==> src/rtl/ex_div_ctrl.sv <==
// EX-stage sequencer for RV32M DIV/DIVU/REM/REMU: an iterative restoring
// divider that stalls the pipeline until the quotient or remainder is ready.
module ex_div_ctrl #(
    parameter int unsigned WIDTH = 32,
    parameter int unsigned CNT_W = 6
) (
    input  logic             clk,
    input  logic             rst_n,
    input  logic             start,
    input  logic [1:0]       op,
    input  logic [WIDTH-1:0] a,
    input  logic [WIDTH-1:0] b,
    input  logic             flush,
    output logic             stall,
    output logic             busy,
    output logic             done,
    output logic [WIDTH-1:0] result
);

    typedef enum logic [1:0] {StIdle, StCalc, StFixup, StDone} state_e;

    localparam logic [WIDTH-1:0] One    = WIDTH'(1);
    localparam logic [WIDTH-1:0] MinVal = {1'b1, {(WIDTH-1){1'b0}}};

    state_e           state_q, state_d;
    logic [CNT_W-1:0] cnt_q, cnt_d;
    logic [WIDTH-1:0] dvd_q, dvd_d;
    logic [WIDTH-1:0] dvs_q, dvs_d;
    logic [WIDTH:0]   rem_q, rem_d;
    logic             neg_q_q, neg_q_d;
    logic             neg_r_q, neg_r_d;
    logic             sel_rem_q, sel_rem_d;
    logic [WIDTH-1:0] result_q, result_d;

    logic             is_signed, a_neg, b_neg, div_zero, ovf, special, accept, cnt_last;
    logic [WIDTH-1:0] a_mag, b_mag, quo_fix, rem_fix, quo_spec, rem_spec;
    logic [WIDTH+1:0] rem_shift, trial;
    logic             borrow;

    assign is_signed = ~op[0];
    assign a_neg     = is_signed & a[WIDTH-1];
    assign b_neg     = is_signed & b[WIDTH-1];
    // Magnitude of the most negative value wraps to itself, which is the
    // correct unsigned magnitude.
    assign a_mag     = a_neg ? (~a + One) : a;
    assign b_mag     = b_neg ? (~b + One) : b;
    assign div_zero  = (b == '0);
    assign ovf       = is_signed & (a == MinVal) & (b == '1);
    assign special   = div_zero | ovf;
    assign accept    = (state_q == StIdle) & start & ~flush;
    assign cnt_last  = (cnt_q == CNT_W'(WIDTH - 1));
    assign quo_spec  = div_zero ? '1 : MinVal;
    assign rem_spec  = div_zero ? a : '0;

    // rem_q never exceeds the divisor, so the extra top bit of trial is the borrow.
    assign rem_shift = {rem_q, dvd_q[WIDTH-1]};
    assign trial     = rem_shift - {2'b00, dvs_q};
    assign borrow    = trial[WIDTH+1];

    assign quo_fix   = neg_q_q ? (~dvd_q + One) : dvd_q;
    assign rem_fix   = neg_r_q ? (~rem_q[WIDTH-1:0] + One) : rem_q[WIDTH-1:0];

    always_ff @(posedge clk) begin
        if (!rst_n) begin
            state_q <= StIdle;
        end else begin
            state_q <= state_d;
        end
    end

    always_comb begin
        state_d = state_q;
        unique case (state_q)
            StIdle:  if (start) state_d = special ? StDone : StCalc;
            StCalc:  if (cnt_last) state_d = StFixup;
            StFixup: state_d = StDone;
            StDone:  state_d = StIdle;
            default: state_d = StIdle;
        endcase
        if (flush) state_d = StIdle;
    end

    always_comb begin
        stall = rst_n & (accept | (state_q == StCalc) | (state_q == StFixup));
        busy  = (state_q == StCalc) | (state_q == StFixup);
        done  = (state_q == StDone);
    end

    always_comb begin
        cnt_d     = cnt_q;
        dvd_d     = dvd_q;
        dvs_d     = dvs_q;
        rem_d     = rem_q;
        neg_q_d   = neg_q_q;
        neg_r_d   = neg_r_q;
        sel_rem_d = sel_rem_q;
        result_d  = result_q;
        if (accept) begin
            if (special) begin
                result_d = op[1] ? rem_spec : quo_spec;
            end else begin
                dvd_d     = a_mag;
                dvs_d     = b_mag;
                rem_d     = '0;
                cnt_d     = '0;
                neg_q_d   = a_neg ^ b_neg;
                neg_r_d   = a_neg;
                sel_rem_d = op[1];
            end
        end else if (state_q == StCalc) begin
            rem_d = borrow ? rem_shift[WIDTH:0] : trial[WIDTH:0];
            dvd_d = {dvd_q[WIDTH-2:0], ~borrow};
            cnt_d = cnt_q + CNT_W'(1);
        end else if ((state_q == StFixup) && !flush) begin
            result_d = sel_rem_q ? rem_fix : quo_fix;
        end
    end

    always_ff @(posedge clk) begin
        if (!rst_n) begin
            cnt_q     <= '0;
            dvd_q     <= '0;
            dvs_q     <= '0;
            rem_q     <= '0;
            neg_q_q   <= 1'b0;
            neg_r_q   <= 1'b0;
            sel_rem_q <= 1'b0;
            result_q  <= '0;
        end else begin
            cnt_q     <= cnt_d;
            dvd_q     <= dvd_d;
            dvs_q     <= dvs_d;
            rem_q     <= rem_d;
            neg_q_q   <= neg_q_d;
            neg_r_q   <= neg_r_d;
            sel_rem_q <= sel_rem_d;
            result_q  <= result_d;
        end
    end

    assign result = result_q;

endmodule

==> config.mk <==
export PLATFORM = sky130hd
export DESIGN_NAME = ex_div_ctrl
export DESIGN_NICKNAME = d
export VERILOG_FILES = /design/src/rtl/ex_div_ctrl.sv
export SDC_FILE = /design/constraint.sdc
export NUM_CORES = 1
export LEC_CHECK = 0
export ABC_AREA = 1
export BUFFER_PORTS_ARGS = -buffer_cell sky130_fd_sc_hd__buf_2
export CAP_MARGIN = 5
export CORE_MARGIN = 3
export CORE_UTILIZATION = 40
export CTS_BUF_LIST = sky130_fd_sc_hd__clkbuf_8
export DETAILED_ROUTE_END_ITERATION = 10
export GPL_TIMING_DRIVEN = 0
export MAX_ROUTING_LAYER = met4
export PLACE_DENSITY = 0.62
export SYNTH_ARGS = -nofsm -noshare
export SYNTH_HDL_FRONTEND = slang
export SYNTH_SLANG_ARGS = --single-unit
==> constraint.sdc <==
create_clock -name clk -period 3.3 [get_ports clk]
set_clock_uncertainty 0.2 [all_clocks]
set_input_delay 0.33 -clock clk [delete_from_list [all_inputs] [get_ports clk]]
set_output_delay 0.33 -clock clk [all_outputs]
set_load 0.1 [all_outputs]
# Yosys cells after proc, flatten, opt, wreduce, memory -nomap -nowiden
# Index checks and enable logic that the tools add are counted.
word_totals:
  register_bits: 140
  inputBits: 70
classes:
  n_addsub: 6
  eq_ne: 11
  mux: 26
  bitwise_logic: 21
  reduce_logical: 11
ops:
  columns: ["cell", "count"]
  rows:
  - ["two-way mux 32 bit", 14]
  - ["two-way mux 33 bit", 4]
  - ["adder 32 x 1 -> 32 bit, second input constant", 4]
  - ["inverter 32 bit", 4]
  - ["== test 32 bit, second input constant", 2]
  - ["subtractor 34 x 32 -> 34 bit", 1]
  - ["zero test 32 bit", 1]
  - ["two-way mux 31 bit", 1]
  - ["two-way mux 6 bit", 3]
  - ["!= test 2 bit, second input constant", 5]
  - ["one-hot mux 2 bit (4 select lines)", 1]
  - ["AND 1 bit", 7]
  - ["adder 6 x 1 -> 6 bit, second input constant", 1]
  - ["== test 6 x 5 -> 1 bit, second input constant", 1]
  - ["two-way mux 2 bit", 3]
  - ["AND reduction 2 bit", 3]
  - ["inverter 1 bit", 5]
  - ["== test 2 bit, second input constant", 2]
  - ["bitwise OR 1 bit", 4]
  - ["nonzero test 2 bit", 2]
  - ["AND reduction 3 bit", 1]
  - ["== test 2 x 1 -> 1 bit, second input constant", 1]
  - ["zero test 2 bit", 1]
  - ["OR reduction 2 bit", 1]
  - ["other kinds (3)", 3]

# Logic depth before layout (Yosys ltp)
# Gate-level depths: netlist of the first run.
depth:
  ltp_word: 7
  mapped_depth: 18
  depth_no_buf: 17

# Worst setup path after synthesis of the first run
# OpenSTA, ideal clock, no wires.
synth_path:
  path_kind: "register -> output"
  start: "reg state_q[0]"
  end: "out stall"
  t_arrival_ps: 3022
  t_required_ps: 2770
  slack_ps: -252
  stages_incl_launch_ff: 10
  path_buffers: 3
  path_cell_list: "dfxtp_1 > inv_1 > ha_1 > inv_1 > nor3_1 > buf_2 > inv_1 > clkbuf_1 > clkbuf_1 > a31oi_1"
synth_between:
  elab_chain_cells: 6
synth_rtl:
  columns: ["item", "line_no", "source"]
  rows:
  - ["start, declared", "25", "state_e state_q, state_d;"]
  - ["start signal, assigned", "65", "state_q <= StIdle;"]
  - ["start signal, assigned", "67", "state_q <= state_d;"]
  - ["zero test 2 bit", "50", "assign accept = (state_q == StIdle) & start & ~flush;"]
  - ["AND 1 bit (2 in a row)", "50", null]
  - ["bitwise OR 1 bit", "84", "stall = rst_n & (accept | (state_q == StCalc) | (state_q == StFixup));"]
  - ["bitwise OR 1 bit (*)", "84", null]
  - ["AND 1 bit (*)", "84", null]
  - ["end, declared", "14", "output logic stall,"]
# Every way passes the cells marked *; elsewhere a longest branch is shown, timed or not.

# Final worst setup path of the first run
layout_path:
  start: "in a[0]"
  end: "reg result_q[15], in the netlist result[15]"
layout_between:
  elab_chain_cells: 6
layout_rtl:
  columns: ["item", "line_no", "source"]
  rows:
  - ["start, declared", "11", "input logic [WIDTH-1:0] a,"]
  - ["== test 32 bit", "48", "assign ovf = is_signed & (a == MinVal) & (b == '1);"]
  - ["AND 1 bit (2 in a row)", "48", null]
  - ["bitwise OR 1 bit", "49", "assign special = div_zero | ovf;"]
  - ["!= test 2 bit (no line)", null, null]
  - ["AND reduction 3 bit (no line)", null, null]
  - ["end signal, assigned", "137", "result_q <= result_d;"]
  - ["end, declared", "33", "logic [WIDTH-1:0] result_q, result_d;"]
# No other way between the ends.
# A chain may end at the register's enable or synchronous reset.

==> report_table.html, run 1 <==
<table>
<tr><th>Metric</th><th>Value</th></tr>
<tr><th colspan="2">Run status</th></tr>
<tr><td>Run status</td><td>finished, final reports clean</td></tr>
<tr><th colspan="2">Logic synthesis</th></tr>
<tr><td>Synthesis Warnings</td><td>0</td></tr>
<tr><td>Post-synthesis cell type count</td><td>45</td></tr>
<tr><td>Post-synthesis instance area</td><td>12,700 um2</td></tr>
<tr><td>Sequential share of the synthesized area</td><td>22.1%</td></tr>
<tr><td>Top FF cell, synth</td><td>sky130_fd_sc_hd__dfxtp_1</td></tr>
<tr><td>Count of state elements after synthesis</td><td>140</td></tr>
<tr><td>Post-synthesis instance total</td><td>2,215</td></tr>
<tr><td>Number of synthesized flops with an enable pin</td><td>0</td></tr>
<tr><td>Async SR Flop Fraction</td><td>0%</td></tr>
<tr><td>Post-synthesis average cell area</td><td>5.71 um2</td></tr>
<tr><td>Post-Synthesis Net Count</td><td>2,329</td></tr>
<tr><th colspan="2">Setup path</th></tr>
<tr><td>Crit path max fanout</td><td>10</td></tr>
<tr><td>Arrival time of data at the critical path endpoint</td><td>3.38 ns</td></tr>
<tr><td>Critical Path Sink Type</td><td>flip-flop</td></tr>
<tr><td>Kind of start point of the critical path</td><td>primary input</td></tr>
<tr><td>Kind of critical path</td><td>primary input to flip-flop</td></tr>
<tr><td>Required arrival time at the worst endpoint</td><td>3.52 ns</td></tr>
<tr><th colspan="2">Clock tree</th></tr>
<tr><td>Number of clock sinks</td><td>140</td></tr>
<tr><td>Cts bufs inserted</td><td>17</td></tr>
<tr><td>Maximum number of buffers from clock root to sink</td><td>2</td></tr>
<tr><td>Root buf cell</td><td>sky130_fd_sc_hd__clkbuf_8</td></tr>
<tr><td>TritonCTS clock tree</td><td>done</td></tr>
<tr><td>Reg clk slew, reported paths</td><td>0.08 ns</td></tr>
<tr><td>Insertion delay to the later sink of the worst-skew pair</td><td>0.50 ns</td></tr>
<tr><td>CTS H-Tree Depth</td><td>4</td></tr>
<tr><th colspan="2">Timing</th></tr>
<tr><td>Worst relative slew slack</td><td>44.1%</td></tr>
<tr><td>Max Clock Freq</td><td>0.317 GHz</td></tr>
<tr><td>Final Cycle Share</td><td>95.6%</td></tr>
<tr><td>Clock period minus worst slack</td><td>3.16 ns</td></tr>
<tr><td>Sum of negative setup slack</td><td>0 ns</td></tr>
<tr><td>Max-slew violations</td><td>0</td></tr>
<tr><td>Setup repair after global routing missed its margin</td><td>false</td></tr>
<tr><td>Number of setup violations in the final report</td><td>0</td></tr>
<tr><td>Hold violation total from the final report</td><td>0</td></tr>
<tr><td>Transition time at the pin with the least slew margin</td><td>0.838 ns</td></tr>
<tr><th colspan="2">Global routing</th></tr>
<tr><td>GR Util All Layers</td><td>30.3%</td></tr>
<tr><td>Leftover overflow at the end of global routing</td><td>0</td></tr>
<tr><td>Pin count of the biggest net entering global routing</td><td>17</td></tr>
<tr><td>Global-route wire length before repair</td><td>77.6 mm</td></tr>
<tr><td>Via count of the first global-routing pass</td><td>13.7k</td></tr>
<tr><td>Initial antenna violation count</td><td>1</td></tr>
<tr><th colspan="2">Floorplan</th></tr>
<tr><td>Width of the die</td><td>184 um</td></tr>
<tr><td>Std-Cell Core Area</td><td>30,900 um2</td></tr>
<tr><td>Site row count</td><td>64</td></tr>
<tr><td>Die Span Y</td><td>184 um</td></tr>
<tr><td>Number of I/O pins</td><td>105</td></tr>
<tr><td>Die footprint</td><td>33,800 um2</td></tr>
<tr><td>Initial core utilization</td><td>40.9%</td></tr>
<tr><th colspan="2">Detailed routing</th></tr>
<tr><td>Total iterations of the first detailed-routing run</td><td>6</td></tr>
<tr><td>Ratio of routed vias to standard cells</td><td>5.45</td></tr>
<tr><td>Routed wire length per instance</td><td>18.3 um</td></tr>
<tr><td># DRC</td><td>0</td></tr>
<tr><td>Via count</td><td>15.1k</td></tr>
<tr><td>Detailed Route WL</td><td>50.8 mm</td></tr>
<tr><td>DRC marker count from the first detailed-route iteration</td><td>1,525</td></tr>
<tr><td>Count of nets left with antenna violations after detail routing</td><td>0</td></tr>
<tr><th colspan="2">Power and ir drop</th></tr>
<tr><td>Leak Pwr</td><td>6.76 nW</td></tr>
<tr><td>Maximum ir drop on the vdd rail</td><td>0.000421 V</td></tr>
<tr><td>Total power divided by cell area</td><td>374 nW/um2</td></tr>
<tr><th colspan="2">Finish</th></tr>
<tr><td>Synthesis-to-finish area growth</td><td>14.1%</td></tr>
<tr><td>Area occupied by multi-input gates</td><td>8380 um2</td></tr>
<tr><td>Sequential cell area</td><td>2800 um2</td></tr>
<tr><td>Net count reported at finish</td><td>2,477</td></tr>
<tr><td>Post-route design area</td><td>14,400 um2</td></tr>
<tr><td>Layout filler cell count</td><td>3,426</td></tr>
<tr><td>Fraction of final layout cells sized beyond drive strength 1</td><td>8.89%</td></tr>
<tr><th colspan="2">Placed design</th></tr>
<tr><td>Number of port buffers</td><td>104</td></tr>
<tr><td>RD Place Congestion</td><td>0.978</td></tr>
<tr><td>Placement-stage cell area</td><td>13,700 um2</td></tr>
<tr><td>Detailed-placement wirelength estimate</td><td>41.3 mm</td></tr>
<tr><th colspan="2">Hold path</th></tr>
<tr><td>Worst hold path type</td><td>primary input to flip-flop</td></tr>
<tr><th colspan="2">Run</th></tr>
<tr><td>Max-Cap Viols</td><td>0</td></tr>
</table>
[repair_timing]
item,CTS,global route
hold buffers,24,0
buffers inserted,0,2
pin swaps,0,1
hold endpoints to repair,25,0
setup endpoints to repair,1,62
resized for setup,6,9
[metal layers]
| layer | vias to the layer above | track usage, % | part of all wire, % |
|---|---|---|---|
| met3 | 48 | 3.50 | 6.4 |
| met1 | 6976 | 43.3 | 48 |
| met2 | 543 | 46.3 | 44 |
| met5 | - | - | 0 |
| li1 | 7543 | - | - |
| met4 | 0 | 6.47 | 1.6 |
[worst paths after layout]
path                            slack, ns  depth (start not counted)    endpoint        from
worst max-delay path                 0.14                         15  result[15]        a[0]
worst min-delay path                 0.02                          3    dvs_q[7]        b[7]
worst max register to register       0.16                         10   rem_q[29]  state_q[0]
worst min register to register       0.27                          2  result[12]  result[12]
[synthesized netlist by cell type (2+ instances only)]
cell type	count	share of area (%)
sky130_fd_sc_hd__inv_2	4	0.12
sky130_fd_sc_hd__nor3_1	39	1.5
sky130_fd_sc_hd__a31oi_1	17	0.84
sky130_fd_sc_hd__a21oi_1	170	6.7
sky130_fd_sc_hd__and2_1	5	0.25
sky130_fd_sc_hd__a21oi_2	10	0.69
sky130_fd_sc_hd__nor2_1	223	6.6
sky130_fd_sc_hd__nand4_1	37	1.8
sky130_fd_sc_hd__o21ai_1	2	0.079
sky130_fd_sc_hd__nand3b_1	19	1.1
sky130_fd_sc_hd__clkbuf_1	57	1.7
sky130_fd_sc_hd__nor4_1	2	0.099
sky130_fd_sc_hd__clkbuf_2	2	0.079
sky130_fd_sc_hd__o211ai_1	15	0.89
sky130_fd_sc_hd__nand2_1	556	16
sky130_fd_sc_hd__clkinv_1	3	0.089
sky130_fd_sc_hd__nand2_2	11	0.54
sky130_fd_sc_hd__o22ai_1	9	0.44
sky130_fd_sc_hd__o21ai_0	169	6.7
sky130_fd_sc_hd__nor2_2	3	0.15
sky130_fd_sc_hd__inv_1	284	8.4
sky130_fd_sc_hd__ha_1	43	4.3
sky130_fd_sc_hd__xor2_1	34	2.4
sky130_fd_sc_hd__o21bai_1	4	0.24
sky130_fd_sc_hd__buf_6	4	0.36
sky130_fd_sc_hd__or2_2	6	0.30
sky130_fd_sc_hd__a211oi_1	4	0.24
sky130_fd_sc_hd__xnor2_1	23	1.6
sky130_fd_sc_hd__and3_1	3	0.15
sky130_fd_sc_hd__buf_1	9	0.27
sky130_fd_sc_hd__dfxtp_1	140	22
sky130_fd_sc_hd__o31ai_1	2	0.12
sky130_fd_sc_hd__buf_2	21	0.83
sky130_fd_sc_hd__nand3_1	273	11
sky130_fd_sc_hd__nand3_2	2	0.16
[worst max-delay path, stage by stage]
cell and delay [ns]:
sky130_fd_sc_hd__dlygate4sd3_1 0.53, sky130_fd_sc_hd__buf_2 0.17, sky130_fd_sc_hd__inv_1 0.08, sky130_fd_sc_hd__ha_1 0.19
sky130_fd_sc_hd__nand3_2 0.18, sky130_fd_sc_hd__nor2_1 0.15, sky130_fd_sc_hd__nand2_1 0.14, sky130_fd_sc_hd__nor2_1 0.28
sky130_fd_sc_hd__nand3_1 0.17, sky130_fd_sc_hd__nand3_2 0.14, sky130_fd_sc_hd__nand2_2 0.16, sky130_fd_sc_hd__inv_1 0.18
sky130_fd_sc_hd__clkbuf_4 0.25, sky130_fd_sc_hd__nand3_1 0.23, sky130_fd_sc_hd__a21oi_1 0.19
[cell type report]
type                            instances  share of cell area [%]
Clock buffer                           20                    1.91
Multi-Input combinational cell       1690                    58.0
Inverter                              292                    7.60
Timing Repair Buffer                  130                    5.42
Sequential cell                       140                    19.4
Clock inverter                         10                    1.30
Buffer                                 92                    2.89
Antenna cell                            1                  0.0173
Tap cell                              396                    3.43
[sequential cells by signal (all words and copies together) (netlist names)]
| signal | cells |
|---|---|
| sel_rem_q | 1 |
| cnt_q | 6 |
| result | 32 |
| neg_r_q | 1 |
| dvs_q | 32 |
| neg_q_q | 1 |
| dvd_q | 32 |
| state_q | 2 |
| rem_q | 33 |
[placed cells by master, fill, tap and decap left out, types with 6 or more instances in the layout]
| master | count |
|---|---|
| sky130_fd_sc_hd__nand2_1 | 555 |
| sky130_fd_sc_hd__inv_1 | 284 |
| sky130_fd_sc_hd__nand3_1 | 271 |
| sky130_fd_sc_hd__nor2_1 | 223 |
| sky130_fd_sc_hd__a21oi_1 | 170 |
| sky130_fd_sc_hd__o21ai_0 | 169 |
| sky130_fd_sc_hd__dfxtp_1 | 140 |
| sky130_fd_sc_hd__buf_2 | 122 |
| sky130_fd_sc_hd__clkbuf_1 | 54 |
| sky130_fd_sc_hd__ha_1 | 43 |
| sky130_fd_sc_hd__nor3_1 | 38 |
| sky130_fd_sc_hd__nand4_1 | 37 |
| sky130_fd_sc_hd__xor2_1 | 34 |
| sky130_fd_sc_hd__dlygate4sd3_1 | 24 |
| sky130_fd_sc_hd__xnor2_1 | 23 |
| sky130_fd_sc_hd__clkbuf_8 | 20 |
| sky130_fd_sc_hd__nand3b_1 | 19 |
| sky130_fd_sc_hd__a31oi_1 | 16 |
| sky130_fd_sc_hd__o211ai_1 | 15 |
| sky130_fd_sc_hd__nand2_2 | 12 |
| sky130_fd_sc_hd__a21oi_2 | 10 |
| sky130_fd_sc_hd__buf_1 | 9 |
| sky130_fd_sc_hd__o22ai_1 | 9 |
| sky130_fd_sc_hd__or2_2 | 6 |
[power breakdown]
part           switching, mW  total, mW  internal, mW
Clock                  0.770       1.72         0.954
Sequential            0.0842       1.87          1.79
Combinational           1.29       1.81         0.516
Total                   2.14       5.40          3.26
[metrics by stage]
stage	hold slack (ns)	cells	power (mW)	setup slack (ns)	util, %
after floorplan	0.232	2215	3.11	0.346	-
final	0.0233	2771	5.40	0.145	46.7
after detailed placement	0.260	2715	3.65	-0.0734	44.2
after global placement	0.253	2715	3.63	-0.0513	44.2
after CTS	0.00387	2769	5.37	0.0125	46.6
after global routing	0.0331	2771	5.66	0.0152	46.7
[logic make-up (layout without fill, tap and decap cells)]
family | count (synthesis) | after routing | share of synthesized area [%]
buffers and inverters | 385 | 544 | 11.9
and+or+nand+nor | 1182 | 1182 | 40.3
xor gates and xnor gates | 57 | 57 | 3.95
adders and majority gates | 44 | 44 | 4.41
AOI/OAI and AO/OA | 407 | 407 | 17.3
DFF | 140 | 140 | 22.1
other | 0 | 1 | 0
(Power assumes the default switching activity.)
==> inputs of run 2 (changes only) <==
CORE_ASPECT_RATIO = 0.8   (was not set)
==> run 2 against run 1 <==
Effect of this change: total power decreased by 5.1%; cell area decreased by 1.6%; worst hold slack improved by 0.012 ns; sequential share of layout area increased by 0.32 points; final cell count unchanged; clock power decreased by 16%; first-iteration DRC count increased by 12%; combinational power about the same; maximum frequency decreased by 1.4%.
==> report_table.html, run 2 (synthesized netlist as in run 1, its figures left out) <==
<table>
<tr><th>Metric</th><th>Value</th></tr>
<tr><th colspan="2">Detailed routing</th></tr>
<tr><td># DRC</td><td>0 (unchanged)</td></tr>
<tr><td>Via count</td><td>15.3k (+1.1%)</td></tr>
<tr><td>Count of nets left with antenna violations after detail routing</td><td>0 (unchanged)</td></tr>
<tr><td>Routed wire length per instance</td><td>18.6 um (+1.4%)</td></tr>
<tr><td>DRC marker count from the first detailed-route iteration</td><td>1,706 (+12%)</td></tr>
<tr><td>Total iterations of the first detailed-routing run</td><td>6 (unchanged)</td></tr>
<tr><td>Detailed Route WL</td><td>51.5 mm (+1.4%)</td></tr>
<tr><td>Ratio of routed vias to standard cells</td><td>5.51 (+1.1%)</td></tr>
<tr><th colspan="2">Power and ir drop</th></tr>
<tr><td>Sequential cell fraction of total power</td><td>36.5% (+1.8 points)</td></tr>
<tr><td>Leak Pwr</td><td>6.67 nW (-1.3%)</td></tr>
<tr><td>Total power divided by cell area</td><td>361 nW/um2 (-3.5%)</td></tr>
<tr><td>Total internal power</td><td>3.02 mW (-7.4%)</td></tr>
<tr><td>Fraction of power consumed by the clock network</td><td>28.2% (-3.7 points)</td></tr>
<tr><td>Maximum ir drop on the vdd rail</td><td>0.000234 V (-44%)</td></tr>
<tr><td>Proportion of total power due to net switching</td><td>41.2% (+1.5 points)</td></tr>
<tr><td>Reported net switching power</td><td>2.11 mW (-1.5%)</td></tr>
<tr><td>Share of power burned in combinational logic</td><td>35.2% (+1.8 points)</td></tr>
<tr><th colspan="2">Global routing</th></tr>
<tr><td>Leftover overflow at the end of global routing</td><td>0 (unchanged)</td></tr>
<tr><td>GR Util All Layers</td><td>30.7% (+0.39 points)</td></tr>
<tr><td>Initial antenna violation count</td><td>0 (-1)</td></tr>
<tr><td>Pin count of the biggest net entering global routing</td><td>17 (unchanged)</td></tr>
<tr><td>Via count of the first global-routing pass</td><td>13.5k (-2.0%)</td></tr>
<tr><td>Global-route wire length before repair</td><td>77.8 mm (+0.27%)</td></tr>
<tr><th colspan="2">Setup path</th></tr>
<tr><td>Crit path buf inv count</td><td>3 (-2)</td></tr>
<tr><td>Slowest cell delay on critical path</td><td>0.68 ns (+0.15 ns)</td></tr>
<tr><td>Kind of start point of the critical path</td><td>primary input</td></tr>
<tr><td>Critical Path Sink Type</td><td>flip-flop</td></tr>
<tr><td>CP top delay family</td><td>simple AND/OR/NAND/NOR gates</td></tr>
<tr><td>Kind of critical path</td><td>primary input to flip-flop</td></tr>
<tr><td>Arrival time of data at the critical path endpoint</td><td>3.41 ns (+0.03 ns)</td></tr>
<tr><td>Crit path max fanout</td><td>10 (unchanged)</td></tr>
<tr><td>Required arrival time at the worst endpoint</td><td>3.51 ns (about the same)</td></tr>
<tr><td>Ordered cell list for the critical path</td><td>buf_2, inv_1, ha_1, nand4_1, nor2_2, nand4_1, nor2_1, nand4_1, clkbuf_1, o21ai_0, nor2_1, nor2_1</td></tr>
<tr><td>Critical path's slowest cell</td><td>sky130_fd_sc_hd__nand4_1</td></tr>
<tr><th colspan="2">Timing</th></tr>
<tr><td>Number of setup violations in the final report</td><td>0 (unchanged)</td></tr>
<tr><td>Max Clock Freq</td><td>0.313 GHz (-1.4%)</td></tr>
<tr><td>Hold violation total from the final report</td><td>0 (unchanged)</td></tr>
<tr><td>Max-slew violations</td><td>0 (unchanged)</td></tr>
<tr><td>Final Cycle Share</td><td>97.0% (+1.3 points)</td></tr>
<tr><td>Clock period minus worst slack</td><td>3.20 ns (+0.0442 ns)</td></tr>
<tr><td>Hold slack final</td><td>0.0357 ns (+0.0124 ns)</td></tr>
<tr><td>Transition time at the pin with the least slew margin</td><td>0.913 ns (+0.0750 ns)</td></tr>
<tr><td>Worst relative slew slack</td><td>38.5% (-5.6 points)</td></tr>
<tr><td>Setup repair after global routing missed its margin</td><td>true</td></tr>
<tr><th colspan="2">Placed design</th></tr>
<tr><td>Detailed-placement wirelength estimate</td><td>42.5 mm (+2.9%)</td></tr>
<tr><td>Number of port buffers</td><td>104 (unchanged)</td></tr>
<tr><td>RD Place Congestion</td><td>0.975 (-0.33%)</td></tr>
<tr><th colspan="2">Finish</th></tr>
<tr><td>Most common library cell in the layout ignoring fill and taps</td><td>sky130_fd_sc_hd__nand2_1</td></tr>
<tr><td>Layout filler cell count</td><td>3,421 (-0.15%)</td></tr>
<tr><td>Antenna fix cells</td><td>0 (-1)</td></tr>
<tr><td>Register with the highest flop count</td><td>rem_q</td></tr>
<tr><td>Final cell utilization of the core</td><td>46.2% (-0.51 points)</td></tr>
<tr><td>Net count reported at finish</td><td>2,460 (-0.69%)</td></tr>
<tr><td>Fraction of final layout cells sized beyond drive strength 1</td><td>8.78% (-0.11 points)</td></tr>
<tr><td>Synthesis-to-finish area growth</td><td>12.2%</td></tr>
<tr><td>Most frequent cells in the layout</td><td>556 x sky130_fd_sc_hd__nand2_1, 284 x sky130_fd_sc_hd__inv_1, 273 x sky130_fd_sc_hd__nand3_1, 223 x sky130_fd_sc_hd__nor2_1, 170 x sky130_fd_sc_hd__a21oi_1</td></tr>
<tr><td>Flip-flop count of the largest register after layout</td><td>33 (unchanged)</td></tr>
<tr><th colspan="2">Floorplan</th></tr>
<tr><td>Die footprint</td><td>33,800 um2 (about the same)</td></tr>
<tr><td>Site row count</td><td>57 (-11%)</td></tr>
<tr><td>Std-Cell Core Area</td><td>30,700 um2 (-0.55%)</td></tr>
<tr><td>Width of the die</td><td>205 um (+11%)</td></tr>
<tr><td>Initial core utilization</td><td>41.2% (+0.23 points)</td></tr>
<tr><td>Die Span Y</td><td>165 um (-10%)</td></tr>
<tr><td>Number of I/O pins</td><td>105 (unchanged)</td></tr>
<tr><th colspan="2">Run</th></tr>
<tr><td>Max-Cap Viols</td><td>0 (unchanged)</td></tr>
<tr><th colspan="2">Clock tree</th></tr>
<tr><td>Postcts setup bufs</td><td>0 (unchanged)</td></tr>
<tr><td>Insertion delay to the later sink of the worst-skew pair</td><td>0.48 ns (-0.02 ns)</td></tr>
<tr><td>Root buf cell</td><td>sky130_fd_sc_hd__clkbuf_8</td></tr>
<tr><td>TritonCTS clock tree</td><td>done</td></tr>
<tr><td>CTS H-Tree Depth</td><td>4 (unchanged)</td></tr>
<tr><td>Reg clk slew, reported paths</td><td>0.08 ns (about the same)</td></tr>
<tr><td>Cts bufs inserted</td><td>17 (unchanged)</td></tr>
<tr><td>Maximum number of buffers from clock root to sink</td><td>2 (unchanged)</td></tr>
<tr><td>Number of clock sinks</td><td>140 (unchanged)</td></tr>
<tr><th colspan="2">Hold path</th></tr>
<tr><td>Worst hold path type</td><td>primary input to flip-flop</td></tr>
<tr><th colspan="2">Run status</th></tr>
<tr><td>Run status</td><td>finished, final reports clean</td></tr>
</table>
-- run 2: path summary, 6_finish.rpt --
path	from	end	slack, ns	depth (start not counted)
max	b[0]	result[11]	0.10	12
min	b[6]	dvs_q[6]	0.04	3
max reg2reg	state_q[0]	result[11]	0.22	10
min reg2reg	result[20]	result[20]	0.27	2
-- run 2: metrics by stage --
| stage | cell area, um2 | setup slack, ns | TNS, ns | cells | power [mW] |
|---|---|---|---|---|---|
| 4_1_cts | 14200 | 0.0162 | 0 | 2772 | 5.10 |
| 3_5_place_dp | 13700 | -0.211 | -1.64 | 2732 | 3.66 |
| 2_1_floorplan | 12700 | 0.346 | 0 | 2215 | 3.11 |
| 6_report | 14200 | 0.100 | 0 | 2771 | 5.13 |
| 5_1_grt | 14200 | -0.0125 | -0.0125 | 2771 | 5.39 |
| 3_3_place_gp | 13700 | -0.236 | -2.35 | 2732 | 3.65 |
-- run 2: what timing repair did --
| item | in CTS | in global routing |
|---|---|---|
| endpoints found under the setup margin | 1 | 18 |
| cloned | 0 | 0 |
| pin swaps | 0 | 0 |
| endpoints found under the hold margin | 10 | 0 |
| gates resized for setup | 6 | 6 |
| hold buffers | 9 | 0 |
-- run 2: cell type report --
class	instances	area (um2)	area share, %
sequential	140	2800	19.7
clock buffer	20	275	1.94
multi-input combinational	1690	8360	58.9
tap	413	517	3.64
buffer	92	413	2.91
timing repair buffer	113	617	4.34
clock inverter	11	119	0.837
inverter	292	1100	7.73
-- run 2: layer usage --
layer | global-route usage, % | up-vias | wire length (um)
met2 | 42.7 | 646 | 20400
met3 | 6.90 | 52 | 5140
li1 | - | 7515 | -
met5 | - | - | 0
met1 | 45.7 | 7057 | 25300
met4 | 5.18 | 0 | 720
-- run 2: power groups by stage --
| stage | registers (mW) | clock network (mW) | logic [mW] |
|---|---|---|---|
| after floorplan | 2.06 | 0 | 1.05 |
| after detailed placement | 1.91 | 0 | 1.75 |
| final | 1.87 | 1.45 | 1.81 |
| after global placement | 1.91 | 0 | 1.74 |
| after global routing | 1.88 | 1.53 | 1.98 |
| after CTS | 1.87 | 1.46 | 1.77 |
-- run 2: worst min-delay path: stages --
cell                      delay [ns]
sky130_fd_sc_hd__buf_2          0.12
sky130_fd_sc_hd__xor2_1         0.09
sky130_fd_sc_hd__a21oi_1        0.13
==> inputs of run 3 (changes only) <==
ABC_AREA = not set   (was 1)
PLACE_DENSITY = 0.63   (was 0.62)
clock period = 3.22 ns   (was 3.3 ns; I/O delays follow)
==> run 3 against run 2 <==
Effect of this change: the run now ends with negative setup slack left; sequential power is 2% higher; highest routed layer unchanged; clock power up 12%; worst hold slack worse by 0.012 ns; largest power group unchanged; total power up 3.9%.
==> report_table.html, run 3 <==
<table>
<tr><th>Metric</th><th>Value</th></tr>
<tr><th colspan="2">Setup path</th></tr>
<tr><td>Slowest cell delay on critical path</td><td>0.40 ns (-0.28 ns)</td></tr>
<tr><td>Crit path max fanout</td><td>2 (-8)</td></tr>
<tr><td>Required arrival time at the worst endpoint</td><td>3.44 ns (-0.07 ns)</td></tr>
<tr><td>Critical Path Sink Type</td><td>flip-flop</td></tr>
<tr><td>Kind of critical path</td><td>flip-flop to flip-flop</td></tr>
<tr><td>Critical path's slowest cell</td><td>sky130_fd_sc_hd__a221o_1</td></tr>
<tr><td>Ordered cell list for the critical path</td><td>inv_4, ha_4, inv_2, fa_2, a21o_1, a221o_1, a221oi_4, and4b_2, o41ai_2, nand2b_1, a32o_1, or3_1, o211ai_1</td></tr>
<tr><td>Critical R2R Launch</td><td>dvd_q[31]</td></tr>
<tr><td>Cell count of the worst reg-to-reg path</td><td>13 (+3)</td></tr>
<tr><td>Arrival time of data at the critical path endpoint</td><td>3.62 ns (+0.21 ns)</td></tr>
<tr><td>Kind of start point of the critical path</td><td>flip-flop</td></tr>
<tr><td>Critical Path Start</td><td>dvd_q[31]</td></tr>
<tr><th colspan="2">Timing</th></tr>
<tr><td>Number of setup violations in the final report</td><td>2 (+2)</td></tr>
<tr><td>Clock period minus worst slack</td><td>3.41 ns</td></tr>
<tr><td>Worst relative slew slack</td><td>31.6% (-6.9 points)</td></tr>
<tr><td>Sum of negative setup slack</td><td>-0.249 ns (-0.249 ns)</td></tr>
<tr><td>Setup repair after global routing missed its margin</td><td>true</td></tr>
<tr><td>Final Cycle Share</td><td>106%</td></tr>
<tr><td>Transition time at the pin with the least slew margin</td><td>1.02 ns (+0.112 ns)</td></tr>
<tr><td>Max-slew violations</td><td>0 (unchanged)</td></tr>
<tr><td>Hold slack final</td><td>0.0239 ns (-0.0118 ns)</td></tr>
<tr><td>Max Clock Freq</td><td>0.294 GHz</td></tr>
<tr><td>Hold violation total from the final report</td><td>0 (unchanged)</td></tr>
<tr><td>Setup WS post-layout</td><td>-0.186 ns (-0.286 ns)</td></tr>
<tr><th colspan="2">Global routing</th></tr>
<tr><td>GR Util All Layers</td><td>29.1% (-1.7 points)</td></tr>
<tr><td>Global-route wire length before repair</td><td>63.4 mm (-18%)</td></tr>
<tr><td>Pin count of the biggest net entering global routing</td><td>17 (unchanged)</td></tr>
<tr><td>Via count of the first global-routing pass</td><td>10.6k (-21%)</td></tr>
<tr><td>Initial antenna violation count</td><td>0 (unchanged)</td></tr>
<tr><td>Leftover overflow at the end of global routing</td><td>0 (unchanged)</td></tr>
<tr><th colspan="2">Detailed routing</th></tr>
<tr><td># DRC</td><td>0 (unchanged)</td></tr>
<tr><td>Routed wire length per instance</td><td>21.4 um (+15%)</td></tr>
<tr><td>Ratio of routed vias to standard cells</td><td>5.97 (+8.3%)</td></tr>
<tr><td>DRC marker count from the first detailed-route iteration</td><td>1,254 (-26%)</td></tr>
<tr><td>Via count</td><td>11.8k (-23%)</td></tr>
<tr><td>Total iterations of the first detailed-routing run</td><td>5 (-1)</td></tr>
<tr><td>Count of nets left with antenna violations after detail routing</td><td>0 (unchanged)</td></tr>
<tr><td>Detailed Route WL</td><td>42.2 mm (-18%)</td></tr>
<tr><th colspan="2">Logic synthesis</th></tr>
<tr><td>Post-Synthesis Net Count</td><td>1,553 (-33%)</td></tr>
<tr><td>Count of state elements after synthesis</td><td>140 (unchanged)</td></tr>
<tr><td>Sequential share of the synthesized area</td><td>26.1% (+3.9 points)</td></tr>
<tr><td>Area share of the leading cell type in the synthesized netlist</td><td>26.1% (+3.9 points)</td></tr>
<tr><td>Post-synthesis instance area</td><td>10,700 um2 (-15%)</td></tr>
<tr><td>Async SR Flop Fraction</td><td>0% (unchanged)</td></tr>
<tr><td>Most used standard cells in the synthesized netlist</td><td>173 x sky130_fd_sc_hd__nor2_1, 140 x sky130_fd_sc_hd__dfxtp_1, 122 x sky130_fd_sc_hd__a21oi_1</td></tr>
<tr><td>Most common cell in the netlist</td><td>sky130_fd_sc_hd__nor2_1</td></tr>
<tr><td>Cell accounting for the most synthesized area</td><td>sky130_fd_sc_hd__dfxtp_1</td></tr>
<tr><td>Synthesis Warnings</td><td>0 (unchanged)</td></tr>
<tr><td>Number of synthesized flops with an enable pin</td><td>0 (unchanged)</td></tr>
<tr><td>Post-synthesis instance total</td><td>1,439 (-35%)</td></tr>
<tr><td>Post-synthesis average cell area</td><td>7.47 um2 (+31%)</td></tr>
<tr><td>Top cells by area in the synthesized netlist</td><td>sky130_fd_sc_hd__dfxtp_1 26%, sky130_fd_sc_hd__xnor2_1 6.4%, sky130_fd_sc_hd__nor2_1 6.0%</td></tr>
<tr><td>Post-synthesis cell type count</td><td>74 (+64%)</td></tr>
<tr><td>Top FF cell, synth</td><td>sky130_fd_sc_hd__dfxtp_1</td></tr>
<tr><th colspan="2">Finish</th></tr>
<tr><td>Antenna fix cells</td><td>0 (unchanged)</td></tr>
<tr><td>Area occupied by multi-input gates</td><td>7720 um2 (-7.6%)</td></tr>
<tr><td>Layout filler cell count</td><td>2,652 (-22%)</td></tr>
<tr><td>Most frequent cells in the layout</td><td>171 x sky130_fd_sc_hd__nor2_1, 121 x sky130_fd_sc_hd__nand2_1, 118 x sky130_fd_sc_hd__dfxtp_1, 116 x sky130_fd_sc_hd__buf_2, 115 x sky130_fd_sc_hd__a21oi_1</td></tr>
<tr><td>Synthesis-to-finish area growth</td><td>21.1%</td></tr>
<tr><td>Flip-flop count of the largest register after layout</td><td>33 (unchanged)</td></tr>
<tr><td>Sequential cell area</td><td>2840 um2 (+1.4%)</td></tr>
<tr><td>Net count reported at finish</td><td>1,720 (-30%)</td></tr>
<tr><td>Fraction of final layout cells sized beyond drive strength 1</td><td>18.5% (+9.7 points)</td></tr>
<tr><td>Most common library cell in the layout ignoring fill and taps</td><td>sky130_fd_sc_hd__nor2_1</td></tr>
<tr><td>Register with the highest flop count</td><td>rem_q</td></tr>
<tr><th colspan="2">Placed design</th></tr>
<tr><td>RD Place Congestion</td><td>0.993 (+1.9%)</td></tr>
<tr><td>Number of port buffers</td><td>104 (unchanged)</td></tr>
<tr><td>Detailed-placement wirelength estimate</td><td>31.8 mm (-25%)</td></tr>
<tr><th colspan="2">Power and ir drop</th></tr>
<tr><td>Total power divided by cell area</td><td>410 nW/um2 (+13%)</td></tr>
<tr><td>Maximum ir drop on the vdd rail</td><td>0.000270 V (+15%)</td></tr>
<tr><td>Leak Pwr</td><td>4.96 nW (-26%)</td></tr>
<tr><th colspan="2">Run status</th></tr>
<tr><td>Run status</td><td>finished with violations</td></tr>
<tr><td>Violations in the final reports</td><td>negative setup slack</td></tr>
<tr><th colspan="2">Clock tree</th></tr>
<tr><td>Reg clk slew, reported paths</td><td>0.10 ns (+0.02 ns)</td></tr>
<tr><td>CTS H-Tree Depth</td><td>4 (unchanged)</td></tr>
<tr><td>TritonCTS clock tree</td><td>done</td></tr>
<tr><td>Root buf cell</td><td>sky130_fd_sc_hd__clkbuf_8</td></tr>
<tr><td>Maximum number of buffers from clock root to sink</td><td>2 (unchanged)</td></tr>
<tr><td>Number of clock sinks</td><td>140 (unchanged)</td></tr>
<tr><td>Cts bufs inserted</td><td>17 (unchanged)</td></tr>
<tr><td>Insertion delay to the later sink of the worst-skew pair</td><td>0.49 ns (about the same)</td></tr>
<tr><th colspan="2">Floorplan</th></tr>
<tr><td>Std-Cell Core Area</td><td>26,300 um2 (-14%)</td></tr>
<tr><td>Die Span Y</td><td>153 um (-7.6%)</td></tr>
<tr><td>Width of the die</td><td>189 um (-7.6%)</td></tr>
<tr><td>Number of I/O pins</td><td>105 (unchanged)</td></tr>
<tr><td>Die footprint</td><td>28,900 um2 (-15%)</td></tr>
<tr><td>Initial core utilization</td><td>40.8% (-0.34 points)</td></tr>
<tr><td>Site row count</td><td>53 (-7.0%)</td></tr>
<tr><th colspan="2">Run</th></tr>
<tr><td>Max-Cap Viols</td><td>0 (unchanged)</td></tr>
<tr><th colspan="2">Hold path</th></tr>
<tr><td>Cell depth of the worst hold path</td><td>3 (unchanged)</td></tr>
<tr><td>Worst hold path startpoint</td><td>a[27]</td></tr>
<tr><td>Worst hold path type</td><td>primary input to flip-flop</td></tr>
</table>
run 3: area by class of cell:
class / instances / area share [%]
Sequential cell: 140 / 21.8
Buffer: 79 / 2.82
Clock inverter: 15 / 1.44
Inverter: 63 / 1.84
Clock buffer: 17 / 1.80
Tap cell: 357 / 3.43
Timing Repair Buffer: 153 / 7.49
Multi-Input combinational cell: 1152 / 59.3
run 3: kinds of logic after synthesis:
| group | Yosys count | synth area share [%] |
|---|---|---|
| flip-flops | 140 | 26.1 |
| adder cells (fa/ha/maj) | 44 | 5.19 |
| multiplexers | 26 | 2.42 |
| buffers and inverters | 147 | 5.46 |
| AND/OR/NAND/NOR | 466 | 20.7 |
| XOR/XNOR | 140 | 11.5 |
| AO/OA/AOI/OAI | 476 | 28.6 |
run 3: through the flow:
stage,util (%),instance area (um2),cells,setup slack (ns),power (mW)
final,49.4,13000,1976,-0.186,5.33
after detailed placement,44.6,11700,1900,-0.817,3.50
after global routing,49.4,13000,1976,-0.299,5.56
after CTS,48.1,12700,1964,-0.137,5.22
after floorplan,-,10800,1439,0.0267,3.04
after global placement,44.6,11700,1900,-0.856,3.49
run 3: final timing paths:
path | slack (ns) | end
min | 0.02 | result[27]
max | -0.19 | rem_q[32]
min reg2reg | 0.27 | dvs_q[31]
max reg2reg | -0.19 | rem_q[32]
run 3: metal layers:
metal / GRT usage, % / vias to the layer above / wire length [um] / part of all wire, %
met5: - / - / 0 / 0
met4: 6.23 / 0 / 758 / 1.8
met3: 8.44 / 52 / 4540 / 11
met2: 39.5 / 608 / 16900 / 40
met1: 42.4 / 5583 / 20000 / 47
li1: - / 5553 / - / -
run 3: critical path, delay by kind of cell, from the launching register on:
family	cells	cell delay, ns
compound gates	6	1.45
fa+ha+maj	2	0.51
buf+inv	2	0.10
flops	1	0.35
simple gates	3	0.73
run 3: timing repair:
action | in CTS | in global routing
pin swaps | 11 | 18
resized for setup | 47 | 69
hold endpoints to repair | 14 | 0
setup endpoints to repair | 86 | 98
hold buffers | 14 | 0
buffers inserted | 17 | 19
cloned | 1 | 0
run 3: report_power, final:
group / total (mW) / internal [mW] / switching (mW) / leakage (nW)
clock: 1.62 / 0.781 / 0.843 / 0.210
combinational: 1.80 / 0.641 / 1.15 / 3.60
sequential: 1.91 / 1.82 / 0.0946 / 1.15
